--- src/rtl/mult_arbiter_if.sv ---
// mult_arbiter_if
//   Bundles everything between mult_arbiter and its environment (two
//   requesters plus one shared multiplier).
//   master : requester/multiplier side (drives req*, a*, b*, mul_res, mul_done)
//   slave  : arbiter side (drives gnt*, rsp_*, busy, mul_start, mul_A, mul_B)
interface mult_arbiter_if #(
  parameter int width = 4
);
  logic                 req0;
  logic                 req1;
  logic [width-1:0]     a0;
  logic [width-1:0]     b0;
  logic [width-1:0]     a1;
  logic [width-1:0]     b1;
  logic                 gnt0;
  logic                 gnt1;
  logic                 rsp_valid0;
  logic                 rsp_valid1;
  logic [2*width-1:0]   rsp_res;
  logic                 rsp_err;
  logic                 busy;
  logic                 mul_start;
  logic [width-1:0]     mul_A;
  logic [width-1:0]     mul_B;
  logic [2*width-1:0]   mul_res;
  logic                 mul_done;

  modport master (
    output req0, req1, a0, b0, a1, b1, mul_res, mul_done,
    input  gnt0, gnt1, rsp_valid0, rsp_valid1, rsp_res, rsp_err, busy,
           mul_start, mul_A, mul_B
  );

  modport slave (
    input  req0, req1, a0, b0, a1, b1, mul_res, mul_done,
    output gnt0, gnt1, rsp_valid0, rsp_valid1, rsp_res, rsp_err, busy,
           mul_start, mul_A, mul_B
  );
endinterface

--- src/rtl/mult_arbiter.sv ---
// mult_arbiter
//   Round-robin arbiter sharing one multiplier between two requesters.
//   Ports:
//     clk   : system clock, all state changes on posedge
//     reset : synchronous active-high reset
//     bus   : mult_arbiter_if.slave (requests/operands in, grants and
//             responses out, multiplier start/operands out, result/done in)
//
//   state   | meaning
//   --------+---------------------------------------------------------
//   S_INIT  | settle 4*width+4 cycles so a stale multiplier op drains
//   S_IDLE  | arbitrate between req0/req1
//   S_GRANT | one-cycle gnt pulse, operands captured at end of cycle
//   S_ISSUE | one-cycle mul_start, timeout counter cleared
//   S_WAIT  | wait for mul_done or timeout
//   S_RESP  | one-cycle rsp_valid, last_served updated
module mult_arbiter #(
  parameter int width   = 4,
  parameter int timeout = 64
) (
  input  logic          clk,
  input  logic          reset,
  mult_arbiter_if.slave bus
);

  localparam int SETTLE = 4*width + 4;
  localparam int SW     = $clog2(SETTLE + 1);

  typedef enum logic [2:0] {
    S_INIT  = 3'd0,
    S_IDLE  = 3'd1,
    S_GRANT = 3'd2,
    S_ISSUE = 3'd3,
    S_WAIT  = 3'd4,
    S_RESP  = 3'd5
  } state_t;

  state_t              state;
  state_t              next_state;
  logic [SW-1:0]       settle_cnt;
  logic [7:0]          tmo_cnt;
  logic                sel;
  logic                last_served;
  logic [width-1:0]    op_a;
  logic [width-1:0]    op_b;
  logic [2*width-1:0]  res_q;
  logic                err_q;

  logic                gnt0_c;
  logic                gnt1_c;
  logic                rsp_valid0_c;
  logic                rsp_valid1_c;
  logic                mul_start_c;
  logic                busy_c;

  logic                settle_done;
  logic                tmo_hit;

  assign settle_done = (settle_cnt == SW'(SETTLE - 1));
  assign tmo_hit     = (tmo_cnt == 8'(timeout - 1));

  // state register
  always_ff @(posedge clk) begin
    if (reset) state <= S_INIT;
    else       state <= next_state;
  end

  // next-state logic; mul_done only matters in S_WAIT
  always_comb begin
    next_state = state;
    unique case (state)
      S_INIT:  if (settle_done) next_state = S_IDLE;
      S_IDLE:  if (bus.req0 || bus.req1) next_state = S_GRANT;
      S_GRANT: next_state = S_ISSUE;
      S_ISSUE: next_state = S_WAIT;
      S_WAIT:  if (bus.mul_done || tmo_hit) next_state = S_RESP;
      S_RESP:  next_state = S_IDLE;
      default: next_state = S_INIT;
    endcase
  end

  // Moore output decode
  always_comb begin
    gnt0_c       = (state == S_GRANT) && !sel;
    gnt1_c       = (state == S_GRANT) &&  sel;
    rsp_valid0_c = (state == S_RESP)  && !sel;
    rsp_valid1_c = (state == S_RESP)  &&  sel;
    mul_start_c  = (state == S_ISSUE);
    busy_c       = (state != S_IDLE);
  end

  // datapath registers
  always_ff @(posedge clk) begin
    if (reset) begin
      settle_cnt  <= '0;
      tmo_cnt     <= '0;
      sel         <= 1'b0;
      last_served <= 1'b1;
      op_a        <= '0;
      op_b        <= '0;
      res_q       <= '0;
      err_q       <= 1'b0;
    end else begin
      case (state)
        S_INIT: settle_cnt <= settle_cnt + SW'(1);
        S_IDLE: begin
          // on a tie the requester not served last wins
          if (bus.req0 || bus.req1)
            sel <= (bus.req0 && bus.req1) ? ~last_served : bus.req1;
        end
        S_GRANT: begin
          op_a <= sel ? bus.a1 : bus.a0;
          op_b <= sel ? bus.b1 : bus.b0;
        end
        S_ISSUE: tmo_cnt <= '0;
        S_WAIT: begin
          if (bus.mul_done) begin
            res_q <= bus.mul_res;
            err_q <= 1'b0;
          end else if (tmo_hit) begin
            res_q <= '0;
            err_q <= 1'b1;
          end else begin
            tmo_cnt <= tmo_cnt + 8'd1;
          end
        end
        S_RESP: last_served <= sel;
        default: ;
      endcase
    end
  end

  assign bus.gnt0       = gnt0_c;
  assign bus.gnt1       = gnt1_c;
  assign bus.rsp_valid0 = rsp_valid0_c;
  assign bus.rsp_valid1 = rsp_valid1_c;
  assign bus.rsp_res    = res_q;
  assign bus.rsp_err    = err_q;
  assign bus.busy       = busy_c;
  assign bus.mul_start  = mul_start_c;
  assign bus.mul_A      = op_a;
  assign bus.mul_B      = op_b;

endmodule

--- src/flat_wrapper.sv ---
// flat-port wrapper written by rule: the top's interface ports become plain ports
module mult_arbiter_flat 
#(
  parameter int width   = 4,
  parameter int timeout = 64
)
  (clk, reset, bus_req0, bus_req1, bus_a0, bus_b0, bus_a1, bus_b1, bus_mul_res, bus_mul_done, bus_gnt0, bus_gnt1, bus_rsp_valid0, bus_rsp_valid1, bus_rsp_res, bus_rsp_err, bus_busy, bus_mul_start, bus_mul_A, bus_mul_B);
  mult_arbiter_if #(.width(width)) bus_i ();
  input  logic clk;
  input  logic reset;
  input wire logic [$bits(bus_i.req0)-1:0] bus_req0;
  input wire logic [$bits(bus_i.req1)-1:0] bus_req1;
  input wire logic [$bits(bus_i.a0)-1:0] bus_a0;
  input wire logic [$bits(bus_i.b0)-1:0] bus_b0;
  input wire logic [$bits(bus_i.a1)-1:0] bus_a1;
  input wire logic [$bits(bus_i.b1)-1:0] bus_b1;
  input wire logic [$bits(bus_i.mul_res)-1:0] bus_mul_res;
  input wire logic [$bits(bus_i.mul_done)-1:0] bus_mul_done;
  output wire logic [$bits(bus_i.gnt0)-1:0] bus_gnt0;
  output wire logic [$bits(bus_i.gnt1)-1:0] bus_gnt1;
  output wire logic [$bits(bus_i.rsp_valid0)-1:0] bus_rsp_valid0;
  output wire logic [$bits(bus_i.rsp_valid1)-1:0] bus_rsp_valid1;
  output wire logic [$bits(bus_i.rsp_res)-1:0] bus_rsp_res;
  output wire logic [$bits(bus_i.rsp_err)-1:0] bus_rsp_err;
  output wire logic [$bits(bus_i.busy)-1:0] bus_busy;
  output wire logic [$bits(bus_i.mul_start)-1:0] bus_mul_start;
  output wire logic [$bits(bus_i.mul_A)-1:0] bus_mul_A;
  output wire logic [$bits(bus_i.mul_B)-1:0] bus_mul_B;
  assign bus_i.req0 = bus_req0;
  assign bus_i.req1 = bus_req1;
  assign bus_i.a0 = bus_a0;
  assign bus_i.b0 = bus_b0;
  assign bus_i.a1 = bus_a1;
  assign bus_i.b1 = bus_b1;
  assign bus_i.mul_res = bus_mul_res;
  assign bus_i.mul_done = bus_mul_done;
  assign bus_gnt0 = bus_i.gnt0;
  assign bus_gnt1 = bus_i.gnt1;
  assign bus_rsp_valid0 = bus_i.rsp_valid0;
  assign bus_rsp_valid1 = bus_i.rsp_valid1;
  assign bus_rsp_res = bus_i.rsp_res;
  assign bus_rsp_err = bus_i.rsp_err;
  assign bus_busy = bus_i.busy;
  assign bus_mul_start = bus_i.mul_start;
  assign bus_mul_A = bus_i.mul_A;
  assign bus_mul_B = bus_i.mul_B;
  mult_arbiter #(.width(width), .timeout(timeout)) u_core (.clk(clk), .reset(reset), .bus(bus_i));
endmodule
--- config.mk ---
export PLATFORM = sky130hd
export DESIGN_NAME = mult_arbiter_flat
export DESIGN_NICKNAME = d
export VERILOG_FILES = /design/src/rtl/mult_arbiter_if.sv /design/src/rtl/mult_arbiter.sv /design/src/flat_wrapper.sv
export SDC_FILE = /design/constraint.sdc
export NUM_CORES = 1
export LEC_CHECK = 0
export CORE_MARGIN = 4
export CORE_UTILIZATION = 26
export DETAILED_ROUTE_END_ITERATION = 8
export PLACE_DENSITY_LB_ADDON = 0.05
export SLEW_MARGIN = 10
export SYNTH_ARGS = -nofsm -noshare
export SYNTH_HDL_FRONTEND = slang
export SYNTH_SLANG_ARGS = --single-unit
--- constraint.sdc ---
create_clock -name clk -period 2.36 [get_ports clk]
set_input_delay 0.236 -clock clk [delete_from_list [all_inputs] [get_ports clk]]
set_output_delay 0.236 -clock clk [all_outputs]
set_load 0.01 [all_outputs]
==> results.txt, run 1 <==
Capture point of the worst reg-to-reg path: u_core.tmo_cnt[5]. The slew at the pin closest to its max-slew limit works out to 665 ps. TritonCTS built the clock tree. The sequential share of power is 45.2%.

Headroom to the max-slew limit came out at 55.7%. For the utilization after layout, the log shows 38.2%. The worst hold path belongs to the class reg -> reg. The run gives 1477 as the total via count in the routed design.

The I/O pin total came out at 52. The commonest cells after synthesis are dfxtp_1 (35), nor2_1 (17), a211oi_1 (11). Compared with the post-synthesis result, the final layout area differs by 41.5%. The tools report the standard-cell row count as 28. The post-synthesis average cell area was 9.56 um2; the power spent charging and discharging nets was 0.527 mW. The critical path is of the reg -> out type.

The tree is rooted in a clkbuf_8. After the last flow step, the layout net total stands at 253. During synthesis, Yosys emitted a total of 0 warnings. The first global-routing pass estimated 6900 um of wire.

The signal on the critical path passes through nor2b_1 > nand2_1 > nor2_1 > clkdlybuf4s50_1. The source of the worst register-to-register timing path is u_core.tmo_cnt[0]. The floorplan die area was 7500 um2. The first TritonRoute pass finished after 4 iterations.

The repair_antennas step left the layout with diodes totalling 0. In this run the biggest area consumer among cell types represents 43.6% of the synthesized area. The logic depth of the worst register-to-register path is 5, and the DRC marker count from the first detailed-route iteration is 53.

The maximum count of clock buffers along a single path was 2. The number of pins with negative max-slew slack in the final report is 0. In the synthesized netlist the dominant register cell turns out to be dfxtp_1. The internal portion of the total power is 1.15 mW. In this run the worst setup path begins at u_core.state[0]. The number of instances in the synthesized netlist was 168; the number of endpoints failing setup at the final stage was 0. Counting I/O delays and the setup requirement, the final critical path takes 2100 ps. The required time at the endpoint of the critical path was 2120 ps; the net count after synthesis was 199. The tools report the remaining antenna violation count as 0. The logs give 35 for the number of clock sinks seen by CTS and 0.769 nW for the leakage dissipation. In the routed design, unresolved DRC markers number 0. The share of the clock period used by the worst path after layout is 88.9%. In this run the worst path has a maximum fanout of 10.

Once the floorplan was initialized, standard cells occupied 27.0% of the core. The post-detailed-routing wire length is 4170 um, and the number of enable-type register cells in the synthesized netlist is 0. The worst-case IR drop observed on VDD is 0.311 mV. The global-route usage over all layers was 11.6%. The routed length per instance was 14.0 um; the fraction of registers with async set or reset after synthesis was 0%. The worst setup path is launched from a flop.

Total negative slack: 0 ps. The logs give 3040 um for the HPWL after detailed placement and 480 ps for the setup slack of the most critical reg-to-reg path. At the end of routability-driven placement, the weighted congestion stood at 0.765.

The tools report the kind of capture point of the worst setup path as a primary output. The clock latency at the later pin of the worst-skew pair came out at 280 ps. Cells with a size suffix above 1 make up 8.52% of the layout. For the number of clock buffers inserted by TritonCTS, the log shows 5.

The post-CTS setup buffer count was 0; the power density over the cells was 738 nW/um2. The data arrival time at the worst-slack endpoint is 1860 ps. The quantity of I/O buffers inserted on ports is 51, and the maximum operating frequency is 0.477 GHz.

The post-route clock skew came out at 3.69 ps. Yosys attributes the largest share of cell area to dfxtp_1 (44%), mux2i_1 (6.2%), a211oi_1 (5.1%). Setup repair after global routing left no endpoint under its margin.

Of the total power, the clock network draws 25.2%. Combinational logic burns 29.6% of the power. The flow ran to the end, and the final reports show no timing, DRC or antenna violations. In the routed layout, each cell is associated on average with a via count of 4.96.

The switching fraction of total power is 31.4%, and the horizontal extent of the die is 86.6 um. The slowest stage of the critical path is the clkdlybuf4s50_1 cell. After clock tree synthesis, the clock-pin slew on the worst setup and hold paths is 70 ps.

The largest stage delay on the critical path is 550 ps. The mapped cell area was 1610 um2. Entering global routing, the biggest net connects 30 pins. The die is 86.6 um tall.

The destination of the critical timing path was bus_rsp_valid0. The run gives 0 as the number of hold buffers added after CTS. The filler cells instantiated in the layout total 590.

The run gives 47 as the number of distinct library cells after synthesis. The hold violation count in the final report is 0, and the area of the placeable core is 5960 um2. Counting flops and latches in the post-synthesis netlist gives 35. Sequential elements use 43.6% of the synthesized area. The clock tree synthesis step divided the H-tree into 2 levels.

The tool flagged a number of max-cap violations equal to 0. For the residual overflow from global routing, the log shows 0. The biggest area contributor in the post-synthesis netlist is dfxtp_1. The most common cell in the synthesized netlist is dfxtp_1. The post-cts resize count is 0, and the via count of the first global-routing pass is 1481. The initial antenna violation count was 0.
[registers in the layout, indices dropped and copies added, names as in the netlist]
register,cells
u_core.bus.rsp_res,8
u_core.tmo_cnt,8
u_core.settle_cnt,5
u_core.bus.mul_A,4
u_core.bus.mul_B,4
u_core.state,3
u_core.bus.rsp_err,1
u_core.last_served,1
u_core.sel,1
[metal layers]
layer  part of all wire (%)  track usage (%)  vias up
li1                       -                -      735
met5                      0                0        -
met4                    1.6             4.67        0
met2                     48             19.0       49
met3                    7.1             3.80        8
met1                     43             14.1      685
[cells by family after synthesis]
kind of cell             share of synthesized area, %
adder cells (fa/ha/maj)                          1.56
multiplexers                                     6.93
AO/OA/AOI/OAI                                    19.5
buffers and inverters                            4.44
flip-flops                                       43.6
AND/OR/NAND/NOR                                  21.7
XOR/XNOR                                         2.18
[how the worst min path moves through the flow]
stage	slack, ps	endpoint	startpoint	cells after the start
6_report	470	u_core.last_served	u_core.last_served	1
5_1_grt	500	u_core.last_served	u_core.last_served	1
4_1_cts	470	u_core.last_served	u_core.last_served	1
3_5_place_dp	450	u_core.last_served	u_core.last_served	1
3_3_place_gp	450	u_core.last_served	u_core.last_served	1
2_1_floorplan	330	u_core.bus.rsp_err	bus_mul_done	1
[per-stage QoR]
step	total power [mW]	hold WS, ps	cells	worst slack [ps]	area, um2
floorplan	1.06	332	168	812	1610
global placement	1.27	446	290	485	2190
detailed placement	1.27	454	290	434	2190
CTS	1.71	474	298	235	2270
global route	1.80	500	298	162	2270
finish	1.68	472	298	262	2270
[placed cells by master, fill, tap and decap left out, types with 2 or more instances in the layout]
cell,synthesis,layout
o21ai_0,3,3
buf_4,1,5
nor2_2,2,2
dfxtp_1,35,35
xor2_1,3,3
clkbuf_1,1,2
a22o_1,8,8
nand2_1,8,8
mux2i_1,10,10
and3_1,2,2
clkdlybuf4s50_1,0,51
o211ai_1,2,2
a31oi_1,4,4
nand3b_1,2,2
ha_1,2,2
inv_1,4,4
nand2b_1,2,2
nand4bb_1,2,2
a211oi_1,11,11
nand3_1,5,5
nor2_1,17,17
nand4_1,3,3
a21oi_1,7,7
nor3_1,4,4
clkbuf_8,0,5
or3_1,3,3
[worst max-delay path: cells and delay by family, from the launching register on]
family,cells,cell delay [ps]
buf+inv,1,550
flops,1,540
simple gates,3,480
[layout make-up]
cell class / instances / area, um2 / share of cell area, %
Inverter: 4 / 15.0 / 0.660
Timing Repair Buffer: 56 / 548 / 24.1
Tap cell: 75 / 93.8 / 4.13
Sequential cell: 35 / 701 / 30.8
Clock buffer: 7 / 76.3 / 3.36
Multi-Input combinational cell: 120 / 835 / 36.7
Clock inverter: 1 / 5.00 / 0.220
[power groups by stage]
stage	Sequential, mW	Clock [mW]	Combinational (mW)
finish	0.759	0.422	0.497
global route	0.773	0.472	0.554
CTS	0.760	0.445	0.505
detailed placement	0.772	0	0.502
global placement	0.770	0	0.497
floorplan	0.740	0	0.319
Power figures use the tool's default switching activity.
==> run 2, diff against run 1 <==
CORE_UTILIZATION = 49   (was 26)
==> run 2 against run 1 <==
Against the previous run:
- cell area shrank 3.5%
- clock power down 21%
- worst hold slack improved by 9.0 ps
- critical path depth fell by 1
- first-iteration DRC count grew 47%
- routed wire length down 10%
- non-clock buffer count shrank 2
- global-route usage is 6.3 points higher
- via count shrank 2.0%
- utilization up 33 points
- worst setup slack got worse by 84 ps
- power fell by 6.4%
==> results.txt, run 2 (synthesis results as in run 1) <==
The number of clock sinks seen by CTS came out at 35. For the number of pins with negative max-slew slack in the final report, the log shows 0. The routed layout has 1447 vias.

For the max-capacitance violation count, the log shows 0. The number of clock buffers added by TritonCTS is 5. Internal power comes to 1.07 mW.

The clock transition time at the flip-flop clock pins of the worst setup and hold paths came out at 100 ps. The initial cell density of the core was 51.8%. For the worst setup path, the data required time is 2120 ps.

The area growth from synthesis to layout is 36.6%. The tools report the HPWL after detailed placement as 2680 um. The run gives 340 ps as the clock latency at the later pin of the worst-skew pair. At the end of routability-driven placement, the weighted congestion stood at 0.819. The relative contribution of the clock network to total power came out at 21.1%. Pin placement for this block handled 52 I/O pins.

Derived from the worst setup path, the maximum achievable clock frequency is 0.458 GHz. The pre-antenna-repair detailed-routing pass consisted of 4 iterations. In this run the tool buffered the top-level ports with 51 buffer cells.

The data arrival time at the worst-slack endpoint is 1950 ps, and the switching fraction of total power is 31.8%. The maximum net fanout on the critical path was 10; the number of H-tree levels was 2. The remaining max-slew budget at the tightest pin is 59.3%, and the remaining antenna violation count is 0. Cells with a size suffix above 1 make up 8.18% of the layout. TritonCTS built the clock tree. The run gives 1339 as the via count of the first global-routing pass. The standard-cell row count came out at 20. Global routing consumed, on the met3 layer, 7.18% of the routing resources. The clock root buffer is clkbuf_4. The layout has 269 filler cells. Leaving out fill and tap cells, the most frequent cell in the layout is clkdlybuf4s50_1. The shortest period the worst path allows was 2180 ps. The maximum count of clock buffers along a single path is 2, and the largest net degree at the start of global routing is 30.

The height of the die was 65.3 um; the routed length per instance was 14.2 um. The worst setup path is captured at a primary output. The tools report the global-route track usage on met1 as 20.2%. Largest voltage drop on the vdd net: 0.476 mV.

In the layout the commonest cells are clkdlybuf4s50_1 (51), dfxtp_1 (35), nor2_1 (17). From left edge to right edge, the die measures 65.3 um. The final hold slack came out at 481 ps.

The number of hold buffers added after CTS was 0. The proportion of power drawn by combinational gates is 30.7%. Class of the tightest hold or removal check: reg -> reg.

The power density over the cells came out at 716 nW/um2. For the number of endpoints failing setup at the final stage, the log shows 0. The number of cells on the worst hold path is 1. For the residual overflow from global routing, the log shows 0. The logs give 0 for the initial antenna violation count and 78 for the DRC marker count from the first detailed-route iteration. Gates resized during post-CTS repair numbered 0. For this run, the total global-route usage over all layers was measured as 17.9%. The run finished with clean final reports. Average via count per standard cell: 5.48. For the power spent charging and discharging nets, the log shows 0.499 mW. The run gives 0 as the hold violation count in the final report.

The kind of launch point of the worst setup path is a flop. At the pin with the least slew margin, the transition time is 610 ps. In this run the most used layer during global routing was met2.

0 antenna diodes ended up in the layout. Registers are responsible for 48.2% of the overall power. For this run, design rule violations remaining after detail routing come to 0.

The floorplan die area was 4260 um2. Critical path class: reg -> out. The tools report the count of nets after finishing as 251. After clock tree synthesis, the setup repair step added 0 buffers.

The first-pass GRT wire length was 5900 um. The logs give 2.37 ps for the post-route clock skew and 0 ps for the total negative slack. The routed design has 3740 um of wire. Setup repair after global routing left no endpoint under its margin. The logic depth of the worst register-to-register path was 5. In the finished design, the share of the clock period the worst path needs comes to 92.5%.

The core region is 3100 um2. The fraction of met2 tracks used by global routing is 29.3%. The leakage dissipation was 0.751 nW.
==> run 2: area by class of cell <==
type	instances	area, um2	area share [%]
inverters	4	15.0	0.684
well taps	44	55.1	2.51
repair buffers	54	533	24.3
multi-input cells	120	835	38.0
flip-flops and latches	35	701	31.9
clock buffers	6	51.3	2.34
clock inverters	1	5.00	0.228
==> run 2: per-stage QoR <==
step	utilization (%)	cell area [um2]	instances	worst slack, ps	total power [mW]
5_1_grt	70.7	2190	264	56.4	1.67
6_report	70.7	2190	264	178	1.57
4_1_cts	70.7	2190	264	181	1.59
2_1_floorplan	-	1610	168	812	1.06
3_3_place_gp	68.9	2140	257	521	1.24
3_5_place_dp	68.9	2140	257	444	1.25
==> run 2: worst paths after layout <==
check | startpoint | endpoint | slack [ps]
max reg2reg | u_core.tmo_cnt[0] | u_core.tmo_cnt[5] | 350
min reg2reg | u_core.last_served | u_core.last_served | 480
max | u_core.state[0] | bus_busy | 180
min | u_core.last_served | u_core.last_served | 480
==> run 2: critical path, stage by stage (launching register included) <==
cell	delay, ps
dfxtp_1	570
nor3b_1	470
inv_1	80
clkdlybuf4s50_1	490
==> run 2: routing by layer <==
layer | part of all wire (%) | vias up
met3 | 6.5 | 7
met2 | 48 | 44
met1 | 44 | 663
met5 | 0 | -
li1 | - | 733
met4 | 2.1 | 0
==> run 2: power by group through the flow <==
stage / sequential, mW / combinational, mW / clock [mW]
finish: 0.757 / 0.482 / 0.332
global route: 0.767 / 0.530 / 0.368
CTS: 0.755 / 0.488 / 0.344
detailed placement: 0.768 / 0.483 / 0
global placement: 0.763 / 0.474 / 0
floorplan: 0.740 / 0.319 / 0
